**src/rtl/ddr_rd_pkg.sv**
```systemverilog
// ddr_rd_pkg: shared types and helpers for the DDR read capture path.
// Holds the capture FSM states and the per-burst capture-edge count.
package ddr_rd_pkg;

  typedef enum logic [1:0] {
    IDLE,
    LAT,
    BURST
  } state_t;

  localparam int BEATS_PER_SCLK = 2;

  // Capture edges per burst; SWAP needs one extra edge to prime the hold.
  function automatic logic [3:0] ncap(input int bl, input logic swap);
    return 4'(bl / BEATS_PER_SCLK) + {3'b000, swap};
  endfunction

endpackage

```
**src/rtl/ddr_rd_beat_pack.sv**
```systemverilog
// ddr_rd_beat_pack: shift register plus hold register for read beats.
// Appends two beats per enable; with swap, pairs previous N with current P.
module ddr_rd_beat_pack
  import ddr_rd_pkg::*;
#(
  parameter int DW = 8,
  parameter int BL = 8
) (
  input  logic             clk,
  input  logic             rst,
  input  logic             en,
  input  logic             first,
  input  logic             swap,
  input  logic [DW-1:0]    din_p,
  input  logic [DW-1:0]    din_n,
  output logic [DW*BL-1:0] data_nxt
);

  localparam int W  = DW * BL;
  localparam int PW = DW * BEATS_PER_SCLK;

  logic [W-1:0]  sh;
  logic [DW-1:0] hold;
  logic [DW-1:0] b0;
  logic [DW-1:0] b1;

  // Pick the beat pair for this edge and form the shifted word.
  always_comb begin
    b0       = swap ? hold : din_p;
    b1       = swap ? din_p : din_n;
    data_nxt = {b1, b0, sh[W-1:PW]};
  end

  // Newest pair enters at the top so beat 0 ends up in the LSBs.
  always_ff @(posedge clk) begin
    if (rst) begin
      sh   <= '0;
      hold <= '0;
    end else if (en) begin
      hold <= din_n;
      if (!(first && swap))
        sh <= data_nxt;
    end
  end

endmodule

```
**src/rtl/ddr_rd_capture.sv**
```systemverilog
// ddr_rd_capture: times and assembles one DDR read burst into a wide word.
// Define DDR_RD_CAPTURE_STATS_EN to add BURST_CNT/ERR_CNT counters.
module ddr_rd_capture
  import ddr_rd_pkg::*;
#(
  parameter int DW = 8,
  parameter int BL = 8,
  parameter int LW = 4
) (
  input  logic             SCLK,
  input  logic             RST,
  input  logic             RD_CMD,
  input  logic [LW-1:0]    RD_LAT,
  input  logic             SWAP,
  input  logic [DW-1:0]    DIN_P,
  input  logic [DW-1:0]    DIN_N,
  input  logic             DQS_VALID,
  output logic [DW*BL-1:0] RD_DATA,
  output logic             RD_VALID,
  output logic             RD_ERR,
  output logic             CMD_OVF,
  output logic             BUSY
`ifdef DDR_RD_CAPTURE_STATS_EN
  ,
  output logic [15:0]      BURST_CNT,
  output logic [15:0]      ERR_CNT
`endif
);

  state_t          state;
  logic [LW-1:0]   lat_cnt;
  logic [3:0]      cap_left;
  logic            swap_q;
  logic            err_acc;
  logic            cap_en;
  logic            cap_first;
  logic [DW*BL-1:0] pack_nxt;

  assign cap_first = (state == LAT) && (lat_cnt == LW'(1));
  assign cap_en    = cap_first || (state == BURST);

  ddr_rd_beat_pack #(
    .DW(DW),
    .BL(BL)
  ) u_pack (
    .clk      (SCLK),
    .rst      (RST),
    .en       (cap_en),
    .first    (cap_first),
    .swap     (swap_q),
    .din_p    (DIN_P),
    .din_n    (DIN_N),
    .data_nxt (pack_nxt)
  );

  // Command, latency and burst sequencing with registered outputs.
  always_ff @(posedge SCLK) begin
    if (RST) begin
      state    <= IDLE;
      lat_cnt  <= '0;
      cap_left <= '0;
      swap_q   <= 1'b0;
      err_acc  <= 1'b0;
      RD_DATA  <= '0;
      RD_VALID <= 1'b0;
      RD_ERR   <= 1'b0;
      CMD_OVF  <= 1'b0;
      BUSY     <= 1'b0;
    end else begin
      RD_VALID <= 1'b0;
      RD_ERR   <= 1'b0;
      CMD_OVF  <= 1'b0;
      unique case (state)
        IDLE: begin
          if (RD_CMD) begin
            lat_cnt <= (RD_LAT == '0) ? LW'(1) : RD_LAT;
            swap_q  <= SWAP;
            state   <= LAT;
            BUSY    <= 1'b1;
          end
        end
        LAT: begin
          CMD_OVF <= RD_CMD;
          if (lat_cnt == LW'(1)) begin
            cap_left <= ncap(BL, swap_q) - 4'd1;
            err_acc  <= ~DQS_VALID;
            state    <= BURST;
          end else begin
            lat_cnt <= lat_cnt - LW'(1);
          end
        end
        BURST: begin
          CMD_OVF <= RD_CMD;
          err_acc <= err_acc | ~DQS_VALID;
          if (cap_left == 4'd1) begin
            RD_DATA  <= pack_nxt;
            RD_VALID <= 1'b1;
            RD_ERR   <= err_acc | ~DQS_VALID;
            state    <= IDLE;
            BUSY     <= 1'b0;
          end else begin
            cap_left <= cap_left - 4'd1;
          end
        end
        default: begin
          state <= IDLE;
          BUSY  <= 1'b0;
        end
      endcase
    end
  end

`ifdef DDR_RD_CAPTURE_STATS_EN
  logic [15:0] burst_cnt;
  logic [15:0] err_cnt;

  // Saturating completion and error counters.
  always_ff @(posedge SCLK) begin
    if (RST) begin
      burst_cnt <= '0;
      err_cnt   <= '0;
    end else begin
      if (RD_VALID && burst_cnt != 16'hFFFF)
        burst_cnt <= burst_cnt + 16'd1;
      if (RD_ERR && err_cnt != 16'hFFFF)
        err_cnt <= err_cnt + 16'd1;
    end
  end

  assign BURST_CNT = burst_cnt;
  assign ERR_CNT   = err_cnt;
`endif

endmodule
```
**config.mk**
```make
export PLATFORM = sky130hd
export DESIGN_NAME = ddr_rd_capture
export DESIGN_NICKNAME = d
export VERILOG_FILES = /design/src/rtl/ddr_rd_pkg.sv /design/src/rtl/ddr_rd_beat_pack.sv /design/src/rtl/ddr_rd_capture.sv
export SDC_FILE = /design/constraint.sdc
export NUM_CORES = 1
export LEC_CHECK = 0
export ABC_CLOCK_PERIOD_IN_PS = 3600
export BUFFER_PORTS_ARGS = -buffer_cell sky130_fd_sc_hd__clkbuf_2
export CAP_MARGIN = 25
export CORE_MARGIN = 8
export CORE_UTILIZATION = 60
export DETAILED_ROUTE_END_ITERATION = 7
export HOLD_SLACK_MARGIN = 0.12
export PLACE_DENSITY = 0.84
export SLEW_MARGIN = 10
export SYNTH_ARGS = -nofsm -noshare
export SYNTH_HDL_FRONTEND = slang
export SYNTH_SLANG_ARGS = --single-unit
```
**constraint.sdc**
```tcl
create_clock -name SCLK -period 3.6 [get_ports SCLK]
set_clock_uncertainty 0.1 [all_clocks]
set_input_delay 0.54 -clock SCLK [delete_from_list [all_inputs] [get_ports SCLK]]
set_output_delay 0.54 -clock SCLK [all_outputs]
set_load 0.01 [all_outputs]
```
=== After elaboration in Yosys (flattened, before gate mapping) ===
Index checks and enable logic that the tools add are counted.

* Add/sub/neg operators: 4
* Multipliers: 0
* Div/mod/pow operators: 0
* Magnitude comparators: 0
* Equality and inequality tests: 9
* Shifts and indexed selects: 0
* Multiplexer cells: 19
* Bitwise logic cells: 7
* Reductions and logical operators: 19

{| class="wikitable"
|+ Operators with widths
! cell !! number
|-
| 4-bit two-way mux || 5
|-
| 8-bit two-way mux || 2
|-
| 4-bit one-hot mux with 2 select lines || 2
|-
| 3-bit AND reduction || 4
|-
| 4-bit by 1-bit subtractor with 4-bit output (second input constant) || 3
|-
| 4-bit by 1-bit equality test with 1-bit output (second input constant) || 2
|-
| 2-bit AND reduction || 4
|-
| 2-bit two-way mux || 3
|-
| 2-bit != test (second input constant) || 3
|-
| 1-bit inverter || 6
|-
| 2-bit one-hot mux with 3 select lines || 1
|-
| 2-bit OR reduction || 3
|-
| 3-bit by 1-bit adder with 4-bit output (first input constant) || 1
|-
| 4-bit zero test || 1
|-
| 1-bit two-way mux || 4
|-
| 2-bit by 1-bit != test with 1-bit output (second input constant) || 2
|-
| 2-bit nonzero test || 2
|-
| 1-bit one-hot mux with 3 select lines || 1
|-
| 3-bit OR reduction || 1
|-
| 2-bit by 1-bit equality test with 1-bit output (second input constant) || 1
|-
| 2-bit equality test (second input constant) || 1
|-
| 1-bit logical AND || 2
|-
| 2-bit zero test || 1
|-
| 1-bit one-hot mux with 2 select lines || 1
|-
| 2 further kinds || 2
|}

* Register bits: 152
* Bits in latches: 0
* Memory bits (writable): 0
* ROM bits: 0
* Input bits: 25
* Output and inout port bits: 68
* Word-level logic and storage cells: 70
* Memories: 0

=== Depth between registers and ports, before layout ===
* Word-level depth: 5
* Gate-level depth with buffers: 7
* Gate-level depth less buffers: 5

=== By module ===
From an unflattened synthesis, not the netlist that was laid out.

* Cell total of the unflattened synthesis: 641
* Area total of the unflattened synthesis: 5300.1 um^2

{| class="wikitable"
|+ Modules (own cells, without submodules)
! module !! instances !! cells each !! area an instance (um^2) !! sequential area each (um^2)
|-
| ddr_rd_capture || 1 || 388 || 3138.0 || 1601.5
|-
| ddr_rd_beat_pack || 1 || 253 || 2162.1 || 1121.1
|}

=== Worst setup path after synthesis ===
No wires, ideal clock.

* Path kind: register to register
* From: register state[1]
* To: register u_pack.sh[43]
* Library setup time: 0.072 ns
* Arrival: 1.546 ns
* Data required time: 3.428 ns
* Setup slack: 1.882 ns
* Cell stages (with the launch flop): 8
* Path buffers: 2
* Period minus slack after synthesis: 1.718 ns
* Path through: dfxtp_1 > inv_1 > ha_1 > nand4bb_4 > mux2i_2 > buf_6 > buf_6 > mux2i_1

* Longest elaborated chain between the ends: 5
* Elaborated cells between the ends (all ways): 7
* Those cells by class: eq/ne: 2; bitwise: 1; reduce/logical: 4

{| class="wikitable"
|+ RTL lines
! what !! RTL line !! text
|-
| start: declaration || ddr_rd_capture.sv:30 || <nowiki>state_t state;</nowiki>
|-
| start signal: assignment || ddr_rd_capture.sv:59 || <nowiki>state <= IDLE;</nowiki>
|-
| start signal: assignment || ddr_rd_capture.sv:78 || <nowiki>state <= LAT;</nowiki>
|-
| start signal: assignment || ddr_rd_capture.sv:87 || <nowiki>state <= BURST;</nowiki>
|-
| 2-bit by 1-bit equality test with 1-bit output || ddr_rd_capture.sv:39 || <nowiki>assign cap_first = (state == LAT) && (lat_cnt == LW'(1));</nowiki>
|-
| 1-bit logical AND || ddr_rd_capture.sv:39 ||
|-
| 1-bit logical AND || ddr_rd_beat_pack.sv:41 || <nowiki>if (!(first && swap))</nowiki>
|-
| 1-bit inverter (no source line) || n/a ||
|-
| 2-bit AND reduction (no source line) * || n/a ||
|-
| end signal: assignment || ddr_rd_beat_pack.sv:42 || <nowiki>sh <= data_nxt;</nowiki>
|-
| end: declaration || ddr_rd_beat_pack.sv:22 || <nowiki>logic [W-1:0] sh;</nowiki>
|}

Mark *: on every way between the ends. The rest lies on a longest branch, timed or not.
A chain may end at the register's enable or synchronous reset.

=== Worst setup path in the final report ===
* From: register state[0]
* To: register RD_DATA[56]

* Longest elaborated chain between the ends: 2

{| class="wikitable"
|+ RTL lines
! what !! RTL line !! text
|-
| 2-bit equality test || ddr_rd_capture.sv:73 || <nowiki>unique case (state)</nowiki>
|-
| 2-bit AND reduction (no source line) || n/a ||
|-
| end signal: assignment || ddr_rd_capture.sv:96 || <nowiki>RD_DATA <= pack_nxt;</nowiki>
|-
| end: declaration || ddr_rd_capture.sv:18 || <nowiki>output logic [DW*BL-1:0] RD_DATA,</nowiki>
|}

No other way between the ends.

==> results.py <==
metrics = {
    "run": {
        "cap_viol_max_count": 0,
    },
    "drt": {
        "vias_per_cell": 5.81,
        "wl_per_cell_um": 17.6,
        "drc_errors": 0,
        "routed_wl_um": 14100,
        "detail-route-antenna-nets": 0,
        "firstDrtPassIters": 5,
        "drt_iter0_markers": 290,
        "num_vias": 4639,
    },
    "place": {
        "io_buffers": 92,
        "place_area_um2": 5930,
        "gp_congestion": 0.860,
        "dp_cells": 768,
        "preCtsSetupSlack_ps": 1080,
        "dp_hpwl_um": 9330,
    },
    "timing": {
        "maxSlewViolCount": 0,
        "layout_setup_ws_ps": 922,
        "hold_ws_ps": 168,
        "fin_tns_setup_ps": 0,
        "max_freq_mhz": 373,
        "rsz0062_at_grt": "false",
        "relSlewSlack": 0.409,
        "worst_pin_slew_ps": 886,
        "period_minus_slack_ps": 2680,
        "final_hold_viol_count": 0,
        "finalCritPeriodShare": 0.744,
        "setup_viol": 0,
    },
    "cts": {
        "cts_setup_buffers": 0,
        "clkTransAtPathRegs_ps": 60,
        "cts_hold_buf": 0,
        "h-tree-depth": 4,
        "worstSkewPairLatency_ps": 520,
        "cts-resized-gates": 0,
        "clkSinkCount": 136,
        "numCtsBuffers": 17,
        "cts_buffer_depth": 2,
        "root_buffer": "clkbuf_8",
        "cts_tree": "yes",
    },
    "setup_path": {
        "r2r_slack_ps": 920,
        "slowest_delay_ps": 740,
        "slowest_stage": "ha_1",
        "worstSetupStartpointType": "register",
        "timing.rr.end": "RD_DATA[56]",
        "timing.rr.start": "state[0]",
        "cp-end-kind": "register",
        "cp_data_arrival_time_ps": 3010,
        "crit_required_ps": 3930,
        "crit_fanout": 54,
        "path_class": "reg2reg",
        "reg2regPathDepth": 6,
        "worstPathCellList": "inv_1 -> ha_1 -> nor4bb_4 -> buf_4 -> nor2_1 -> a211oi_1",
    },
    "synthesis": {
        "postSynthAreaPerCell_um2": 9.01,
        "synthFlopType": "dfxtp_1",
        "yosys_warnings": 0,
        "ys_seq_area_frac": 0.500,
        "syn_inst": 604,
        "synth_edf_count": 0,
        "synth_nets": 636,
        "async_reset_ff_frac": 0,
        "yosysUniqueCellTypes": 43,
        "ys_ff_latch": 136,
        "netlist_area_um2": 5440,
    },
    "worst_hold_path": {
        "min_path_cells": 3,
        "holdPathEnd": "swap_q",
        "hp-start": "SWAP",
        "hold_class": "in2reg",
    },
    "power_and_ir_drop": {
        "power_mw": 4.15,
        "powerDensity_nw_per_um2": 634,
        "irDropWorstVdd_mv": 0.443,
        "leakage_nw": 2.79,
    },
    "final_layout": {
        "layoutNonFillerInstCount": 799,
        "drive_above_1_share": 0.226,
        "layout_common_cells": "nand2_1 (150), dfxtp_1 (136), clkbuf_2 (91)",
        "diodes": 0,
        "design_area_um2": 6550,
        "syn2layout_area_growth_pct": 20.4,
        "nets": 711,
        "fin_util": 0.747,
        "layout_commonest_cell": "nand2_1",
    },
    "floorplanning": {
        "placementRows": 34,
        "die_h_um": 111,
        "ios": 93,
        "initial_core_util": 0.621,
        "die-area_um2": 12400,
        "die_w_um": 111,
        "core-area_um2": 8760,
    },
    "grt": {
        "grt_pass1_wl_um": 23000,
        "grt_usage": 0.225,
        "grt_max_degree": 55,
        "grt_pass1_vias": 4643,
        "antenna_found_initial": 0,
        "grt_overflow": 0,
    },
    "status": {
        "status": "finished clean",
    },
}
==> per-layer routing <==
layer | global-route usage | up-vias | routed length (µm)
met5 | 0 | - | 0
met4 | 0.0800 | 0 | 244
met3 | 0.0785 | 23 | 992
met2 | 0.382 | 188 | 7180
met1 | 0.254 | 2226 | 5680
li1 | - | 2202 | -
==> cell families (layout without fill, tap and decap cells) <==
logic type | Yosys count | in the layout | share of synthesized area
xor+xnor | 1 | 1 | 0.00161
buf+inv | 61 | 148 | 0.0508
mux | 71 | 71 | 0.132
flops | 136 | 136 | 0.500
simple gates | 214 | 214 | 0.174
compound gates | 114 | 114 | 0.125
fa+ha+maj | 7 | 7 | 0.0161
==> state kept, by name (all words and copies together), names as in the netlist <==
signal and count:
u_pack.sh 48, RD_DATA 64, state 2, swap_q 1
u_pack.hold 8, cap_left 4, BUSY 1, lat_cnt 4
CMD_OVF 1, RD_ERR 1, err_acc 1, RD_VALID 1
==> critical path, delay by kind of cell (launching register included) <==
family	cells	cell delay, ps
adders and majority gates	1	740
DFF	1	320
AOI/OAI and AO/OA	1	250
and+or+nand+nor	2	570
buffers and inverters	2	580
==> synth_stat cells, drive strengths merged, types with 2 or more instances <==
cell type | n | area (µm²)
or2 | 16 | 100
clkbuf | 23 | 86.3
mux2i | 70 | 704
nor3 | 4 | 20.0
buf | 23 | 134
a21oi | 63 | 315
nand4bb | 2 | 38.8
nor2 | 17 | 63.8
dfxtp | 136 | 2720
nand2 | 150 | 563
nand3 | 11 | 55.1
o211ai | 3 | 22.5
o21ai | 13 | 65.1
a221oi | 5 | 43.8
nor2b | 4 | 25.0
inv | 15 | 56.3
nand2b | 2 | 12.5
ha | 7 | 87.6
a211o | 2 | 17.5
o2111ai | 2 | 17.5
or3b | 2 | 20.0
a211oi | 19 | 143
==> worst max-delay path by stage <==
| stage | startpoint | end | slack, ps | cells past startpoint |
|---|---|---|---|---|
| 6_report | state[0] | RD_DATA[56] | 920 | 6 |
| 5_1_grt | state[0] | RD_DATA[56] | 750 | 6 |
| 4_1_cts | state[0] | RD_DATA[56] | 970 | 6 |
| 3_5_place_dp | state[0] | RD_DATA[55] | 1080 | 6 |
| 3_3_place_gp | state[0] | RD_DATA[56] | 1210 | 6 |
| 2_1_floorplan | state[1] | u_pack.sh[43] | 1880 | 7 |
==> power breakdown <==
part           leakage, nW  total [mW]  switching, mW  internal (mW)
logic                 1.39       0.671          0.384          0.287
clock network        0.297        1.81          0.648           1.16
registers             1.10        1.67         0.0809           1.59
total                 2.79        4.15           1.11           3.04
==> layout make-up <==
cell class | instances | area (µm²)
multi-input cells | 407 | 2470
repair buffers | 102 | 548
well taps | 108 | 135
flip-flops and latches | 136 | 2720
clock buffers | 20 | 445
inverters | 15 | 56.3
fillers | 613 | 2210
clock inverters | 11 | 171
No activity file was read; power rests on OpenSTA's default activity.
